File: src/rtl/lc3_fetch_seq.sv
// LC-3 instruction-fetch sequencer: single-outstanding memory read, IR capture,
// PC increment/redirect via ld_pc/pc_sel. Optional abort timer: FETCH_TIMEOUT_EN.
module lc3_fetch_seq #(
  parameter int TIMEOUT_CYCLES = 16
) (
  input  logic        clk,
  input  logic        rst_n,
  input  logic [15:0] pc,
  input  logic        fetch_start,
  input  logic        redirect_valid,
  input  logic        redirect_sel,
  input  logic [15:0] mem_rdata,
  input  logic        mem_ready,
  output logic        mem_en,
  output logic [15:0] mem_addr,
  output logic        ld_pc,
  output logic [1:0]  pc_sel,
  output logic [15:0] ir,
  output logic        ir_valid,
  output logic        redirect_ack,
  output logic        busy,
  output logic        fetch_err
);

  typedef enum logic [1:0] {
    S_IDLE  = 2'd0,
    S_WAIT  = 2'd1,
    S_DONE  = 2'd2,
    S_REDIR = 2'd3
  } state_t;

  state_t      state, state_nxt;
  logic [15:0] mem_addr_q;
  logic [15:0] ir_q;
  logic        redir_sel_q;
  logic        to_hit;

`ifdef FETCH_TIMEOUT_EN
  localparam int CW = (TIMEOUT_CYCLES < 2) ? 1 : $clog2(TIMEOUT_CYCLES + 1);
  logic [CW-1:0] to_cnt;
  logic          fetch_err_q;

  // Hit on the last allowed WAIT cycle; mem_ready in that cycle still wins.
  assign to_hit = (to_cnt == CW'(TIMEOUT_CYCLES - 1));

  always_ff @(posedge clk) begin
    if (!rst_n) begin
      to_cnt      <= '0;
      fetch_err_q <= 1'b0;
    end else begin
      fetch_err_q <= (state == S_WAIT) && !mem_ready && to_hit;
      if (state != S_WAIT)
        to_cnt <= '0;
      else if (!mem_ready)
        to_cnt <= to_cnt + 1'b1;
    end
  end

  assign fetch_err = fetch_err_q;
`else
  // No abort path: WAIT holds until the memory answers.
  assign to_hit    = (TIMEOUT_CYCLES < 0);
  assign fetch_err = 1'b0;
`endif

  always_comb begin
    state_nxt = state;
    case (state)
      S_IDLE: begin
        if (redirect_valid)   state_nxt = S_REDIR;
        else if (fetch_start) state_nxt = S_WAIT;
      end
      S_WAIT: begin
        if (mem_ready)   state_nxt = S_DONE;
        else if (to_hit) state_nxt = S_IDLE;
      end
      S_DONE:  state_nxt = S_IDLE;
      S_REDIR: state_nxt = S_IDLE;
      default: state_nxt = S_IDLE;
    endcase
  end

  always_ff @(posedge clk) begin
    if (!rst_n) begin
      state       <= S_IDLE;
      mem_addr_q  <= 16'h0000;
      ir_q        <= 16'h0000;
      redir_sel_q <= 1'b0;
    end else begin
      state <= state_nxt;
      if (state == S_IDLE && !redirect_valid && fetch_start)
        mem_addr_q <= pc;
      if (state == S_IDLE && redirect_valid)
        redir_sel_q <= redirect_sel;
      if (state == S_WAIT && mem_ready)
        ir_q <= mem_rdata;
    end
  end

  // Moore outputs decoded from state and captured registers only.
  assign mem_en       = (state == S_WAIT);
  assign mem_addr     = mem_addr_q;
  assign ld_pc        = (state == S_DONE) || (state == S_REDIR);
  assign pc_sel       = (state == S_REDIR) ? {redir_sel_q, ~redir_sel_q} : 2'b00;
  assign ir           = ir_q;
  assign ir_valid     = (state == S_DONE);
  assign redirect_ack = (state == S_REDIR);
  assign busy         = (state != S_IDLE);

endmodule

File: config.mk
export PLATFORM = sky130hd
export DESIGN_NAME = lc3_fetch_seq
export DESIGN_NICKNAME = d
export VERILOG_FILES = /design/src/rtl/lc3_fetch_seq.sv
export SDC_FILE = /design/constraint.sdc
export NUM_CORES = 1
export LEC_CHECK = 0
export BUFFER_PORTS_ARGS = -buffer_cell sky130_fd_sc_hd__buf_2
export CAP_MARGIN = 20
export CORE_MARGIN = 5
export CORE_UTILIZATION = 50
export CTS_BUF_LIST = sky130_fd_sc_hd__clkbuf_8
export CTS_CLUSTER_SIZE = 8
export DETAILED_ROUTE_END_ITERATION = 8
export HOLD_SLACK_MARGIN = 0.05
export PLACE_DENSITY_LB_ADDON = 0.3
export REMOVE_ABC_BUFFERS = 1
export SLEW_MARGIN = 15
export SYNTH_ARGS = -nofsm -noshare
export SYNTH_HDL_FRONTEND = slang
export SYNTH_SLANG_ARGS = --single-unit
File: constraint.sdc
create_clock -name clk -period 3 [get_ports clk]
set_clock_uncertainty 0.1 [all_clocks]
set_input_delay 0.3 -clock clk [delete_from_list [all_inputs] [get_ports clk]]
set_output_delay 0.3 -clock clk [all_outputs]
set_load 0.01 [all_outputs]
==> results by group, run 1 <==
Clocking
  – Cts repair resizes: 0
  – TritonCTS Buffers: 5
  – CTS H-Tree Depth: 2
  – Clk Latency, worst-skew pair: 0.28 ns
  – Max clock buf depth: 2
  – Root buffer cell: clkbuf_8
  – Post-CTS Setup Inserts: 0
  – Worst-path clk slew: 0.06 ns
  – CTS Sinks: 35
  – CTS tree: built
  – Hold-fix buffers at CTS: 0

Min path
  – Hold Path Depth: 2
  – HP Class: input pin to flip-flop
  – Hold Crit Start: mem_ready
  – Min-Delay Endpoint: state[0]

Yosys
  – Post-Syn Area per Cell: 9.31 um^2
  – Cells after synthesis: 164
  – Ys Warns: 0
  – Sequential cell area fraction in the yosys report: 0.459
  – Yosys reg bits: 35
  – Synth cell types: 21
  – Synthesized area: 1530 um^2

Detailed routing
  – 1st-pass router iterations: 4
  – DR iter-0 viols: 47
  – DR DRC count: 0
  – DR WL/cell: 11.9 um
  – Total number of vias: 1267
  – Final wirelength: 3190 um
  – DR vias/cell: 4.73
  – ANT nets after route: 0

Global route
  – Total GRT Usage: 0.158
  – Largest net degree at the start of global routing: 38
  – Grt total ovfl: 0
  – First-pass GRT wire length: 5210 um
  – Initial antenna violation count: 0
  – Vias in the first global route: 1249

Run status
  – Status: completed

Timing
  – Fin crit period: 1.69 ns
  – Final Slew Violations: 0
  – Hold Violations, Final: 0
  – RSZ-0062 raised after global routing: no
  – Final setup vio count: 0
  – Setup TNS: 0 ns
  – Fmax: 591 MHz
  – Crit share post-route: 0.564

Power and ir drop
  – Net Sw Frac: 0.246
  – P_int: 0.000763 W
  – Max VDD drop: 283 uV
  – Power Total: 0.00101 W
  – Power Dens Cells: 524 nW/um^2
  – Comb power frac: 0.138
  – Clock group share of total power: 0.361
  – Leakage power figure: 0.958 nW
  – Sequential power share: 0.500
  – Sw power: 0.000249 W

Final layout
  – Fillcell total: 264
  – Multi-input logic area: 691 um^2
  – Area growth from synthesis to layout: 26.6%
  – Storage element area: 701 um^2
  – Final instance area: 1930 um^2
  – N_diodes: 0
  – Nets: 272
  – Layout cells sized above 1: 0.374

Setup path
  – Critical path type: flip-flop to output port
  – FF-to-FF Start: state[0]
  – Crit-path max cell delay: 0.55 ns
  – Critical-path top delay cell: dfxtp_1
  – Worst Path Max Fanout: 11
  – Worst reg2reg path depth: 2
  – Crit start category: flip-flop
  – Data required time of the critical path: 2.60 ns
  – Critical path cell sequence: and2_1 -> nor2b_1 -> buf_2
  – Crit path capture type: output port
  – R2R Path End: ir[6]
  – Setup slack, reg-to-reg: 1.48 ns
  – Worst path bufs/invs: 1
  – Levels on crit path: 3
  – WP data arrival: 1.29 ns
  – Delay-heaviest family, CP: flip-flops

Floorplan
  – Die footprint: 4260 um^2
  – Die width: 65.3 um
  – Chip height: 65.3 um
  – Boundary pin count: 78
  – Core area: 2980 um^2
  – Starting Density: 0.513
  – Rows: 20

Place
  – RePlAce Congestion: 0.728
  – PortBufs: 76
  – Post-DP HPWL: 2300 um
  – Post-DP Area: 1830 um^2

Run
  – Max-cap violations: 0
cell usage in the layout, fill, tap and decap left out, drive strengths merged:
cell,instances
a2111oi,1
and2,1
and2b,1
and3,1
and3b,1
buf,78
clkbuf,7
conb,1
dfxtp,35
inv,2
mux2i,34
nand2,66
nor2b,2
nor3,2
nor3b,1
nor4b,1
or2,1
worst reg2reg max path, delay by kind of cell (launching register included):
kind / cells / cell delay [ns]
flip-flops: 1 / 0.55
multiplexers: 1 / 0.24
AND/OR/NAND/NOR: 1 / 0.57
routing by layer:
metal  wire length (um)  part of all wire  global-route usage  vias to the layer above
met1               1450              0.45               0.177                      541
met5                  0                 0                   0                        -
met3                399              0.12              0.0752                        5
li1                   -                 -                   -                      661
met4                 51             0.016              0.0777                        0
met2               1290              0.40               0.250                       60
flip-flops by register name, summed over array words and instances (netlist names):
register     flops
ir              16
mem_addr        16
state            2
redir_sel_q      1
cell families (layout without fill, tap and decap cells):
logic type	after synthesis	in the layout	share of synthesized area
compound gates	1	1	0.00574
buf+inv	16	87	0.0885
flops	35	35	0.459
mux	34	34	0.223
other cells	1	1	0.00246
simple gates	77	77	0.221
per-stage QoR:
| step | hold slack [ns] | util | cells | setup WS [ns] |
|---|---|---|---|---|
| 2_1_floorplan | 0.317 | - | 149 | 1.25 |
| 4_1_cts | 0.147 | 0.649 | 268 | 1.30 |
| 3_3_place_gp | 0.343 | 0.615 | 260 | 1.49 |
| 3_5_place_dp | 0.346 | 0.615 | 260 | 1.44 |
| 6_report | 0.152 | 0.649 | 268 | 1.31 |
| 5_1_grt | 0.148 | 0.649 | 268 | 1.23 |
final cells by class:
class	instances	area share
Clock inverter	1	0.00194
Tap cell	33	0.0214
Timing Repair Buffer	78	0.205
Inverter	1	0.00194
Sequential cell	35	0.363
Multi-Input combinational cell	113	0.358
Clock buffer	7	0.0499
power by group through the flow:
| stage | clock, W | sequential (W) | combinational [W] |
|---|---|---|---|
| floorplan | 0 | 0.000525 | 0.0000595 |
| global placement | 0 | 0.000516 | 0.000139 |
| detailed placement | 0 | 0.000516 | 0.000142 |
| CTS | 0.000375 | 0.000506 | 0.000141 |
| global route | 0.000399 | 0.000510 | 0.000155 |
| finish | 0.000366 | 0.000506 | 0.000140 |
synth_stat cells:
| cell | instances | area, um^2 |
|---|---|---|
| and3b_2 | 1 | 10.0 |
| and2b_1 | 1 | 7.51 |
| and3_1 | 1 | 6.26 |
| buf_4 | 1 | 7.51 |
| inv_1 | 1 | 3.75 |
| buf_12 | 2 | 40.0 |
| mux2i_1 | 34 | 340 |
| nor4b_4 | 1 | 23.8 |
| conb_1 | 1 | 3.75 |
| nand2_1 | 66 | 248 |
| clkbuf_1 | 4 | 15.0 |
| and2_1 | 1 | 6.26 |
| a2111oi_0 | 1 | 8.76 |
| dfxtp_1 | 35 | 701 |
| nor3_1 | 2 | 10.0 |
| buf_2 | 3 | 15.0 |
| dlygate4sd1_1 | 1 | 8.76 |
| buf_6 | 4 | 45.0 |
| nor3b_1 | 1 | 7.51 |
| nor2b_1 | 2 | 12.5 |
| or2_2 | 1 | 6.26 |
how the worst max path moves through the flow:
stage	start	endpoint
2_1_floorplan	state[1]	mem_addr[0]
3_3_place_gp	rst_n	ir[6]
3_5_place_dp	rst_n	mem_addr[2]
4_1_cts	state[0]	pc_sel[0]
5_1_grt	state[0]	pc_sel[0]
6_report	state[0]	pc_sel[0]
No activity file was read; power rests on OpenSTA's default activity.
==> run 2: changes to the inputs <==
--- a/config.mk
+++ b/config.mk
@@ -8,7 +8,7 @@
 export BUFFER_PORTS_ARGS = -buffer_cell sky130_fd_sc_hd__buf_2
 export CAP_MARGIN = 20
 export CORE_MARGIN = 5
-export CORE_UTILIZATION = 50
+export CORE_UTILIZATION = 42
 export CTS_BUF_LIST = sky130_fd_sc_hd__clkbuf_8
 export CTS_CLUSTER_SIZE = 8
 export DETAILED_ROUTE_END_ITERATION = 8
==> constraint.sdc (replaced) <==
create_clock -name clk -period 1.5 [get_ports clk]
set_clock_uncertainty 0.1 [all_clocks]
set_input_delay 0.15 -clock clk [delete_from_list [all_inputs] [get_ports clk]]
set_output_delay 0.15 -clock clk [all_outputs]
set_load 0.01 [all_outputs]
==> results by group, run 2 (same netlist as run 1, synthesis figures left out) <==
Clocking
  – CTS H-Tree Depth: 2
  – Worst-path clk slew: 0.06 ns
  – CTS tree: built
  – CTS Sinks: 35
  – Clk Latency, worst-skew pair: 0.27 ns
  – TritonCTS Buffers: 5
  – Root buffer cell: clkbuf_8
  – Max clock buf depth: 2

Setup path
  – WP data arrival: 1.17 ns
  – Worst reg2reg path depth: 3
  – Critical Path Source: state[1]
  – Critical-path top delay cell: dfxtp_2
  – Critical path type: flip-flop to output port
  – Setup slack, reg-to-reg: 0.25 ns
  – Crit path capture type: output port
  – Critical path cell sequence: buf_6 -> or2_2 -> buf_2
  – Data required time of the critical path: 1.25 ns
  – R2R Path End: mem_addr[12]
  – FF-to-FF Start: state[1]
  – Crit-path max cell delay: 0.34 ns
  – Worst Path Max Fanout: 9
  – Crit start category: flip-flop
  – CP endpoint: busy

Timing
  – Final Slew Violations: 0
  – Hold Violations, Final: 0
  – Fmax: 705 MHz
  – Fin crit period: 1.42 ns
  – Final setup vio count: 0
  – Final hold slack: 0.128 ns
  – RSZ-0062 raised after global routing: no
  – Crit share post-route: 0.945

Final layout
  – Nets: 310
  – Area growth from synthesis to layout: 55.3%
  – Layout cells sized above 1: 0.341
  – Final Util: 0.663
  – Final non-filler cell total: 321
  – Leading cell types in the layout, fill and taps excluded: 76 x buf_2, 66 x nand2_1, 35 x dlygate4sd3_1
  – Final instance area: 2370 um^2
  – N_diodes: 0
  – Most common cell after layout, fill and taps aside: buf_2

Global route
  – Grt total ovfl: 0
  – Total GRT Usage: 0.162
  – Vias in the first global route: 1386
  – Largest net degree at the start of global routing: 67
  – Initial antenna violation count: 0
  – First-pass GRT wire length: 6490 um

Detailed routing
  – DR vias/cell: 4.43
  – DR DRC count: 0
  – DR iter-0 viols: 55
  – Final wirelength: 3780 um
  – DR WL/cell: 11.8 um
  – 1st-pass router iterations: 4
  – Total number of vias: 1421
  – ANT nets after route: 0

Floorplan
  – Die footprint: 4940 um^2
  – Rows: 22
  – Chip height: 70.3 um
  – Boundary pin count: 78
  – Starting Density: 0.427
  – Die width: 70.3 um
  – Core area: 3580 um^2

Place
  – Post-DP HPWL: 2290 um
  – PortBufs: 76
  – Placed Cells: 278
  – RePlAce Congestion: 0.752
  – Post-DP Area: 1910 um^2

Run status
  – Status: completed

Power and ir drop
  – Leakage power figure: 1.13 nW
  – Power Total: 0.00210 W
  – Power Dens Cells: 887 nW/um^2
  – Max VDD drop: 523 uV

Run
  – Max-cap violations: 0

Min path
  – HP Class: input pin to flip-flop
run 2: cell type report:
class / instances / area [um^2]
clock inverter: 1 / 3.75
fill: 284 / 1210
multi-input combinational: 113 / 691
sequential: 35 / 703
timing repair buffer: 116 / 813
tap: 48 / 60.1
clock buffer: 7 / 96.3
inverter: 1 / 3.75
run 2: worst min path at each step:
stage / from / endpoint / cells after the start
CTS: redirect_valid / state[1] / 3
finish: redirect_valid / state[1] / 3
global placement: mem_ready / state[0] / 2
global route: fetch_start / state[0] / 3
floorplan: mem_ready / state[0] / 1
detailed placement: mem_ready / state[0] / 2
run 2: worst max-delay path: cells and delay by family, from the launching register on:
kind	cells	cell delay (ns)
flops	1	0.34
simple gates	1	0.28
buf+inv	2	0.27
run 2: stage by stage:
step                worst slack (ns)  TNS, ns
global placement               0.296        0
detailed placement             0.252        0
floorplan                     -0.252    -4.03
CTS                          0.00608        0
finish                        0.0821        0
global route                 0.00827        0
run 2: what timing repair did:
item | in CTS | in global routing
hold buffers | 35 | 0
endpoints found under the setup margin | 0 | 2
setup buffers | 0 | 0
gates resized for setup | 0 | 4
endpoints found under the hold margin | 35 | 0
run 2: power by group:
| part | switching [W] | total (W) | internal (W) |
|---|---|---|---|
| registers | 0.0000282 | 0.00101 | 0.000979 |
| clock network | 0.000294 | 0.000706 | 0.000411 |
| logic | 0.000172 | 0.000391 | 0.000219 |
| total | 0.000495 | 0.00210 | 0.00161 |
run 2: metal layers:
| metal | share of wire | GRT usage |
|---|---|---|
| met5 | 0 | 0 |
| met2 | 0.45 | 0.247 |
| met1 | 0.43 | 0.193 |
| met3 | 0.11 | 0.0892 |
| met4 | 0.0064 | 0.0511 |
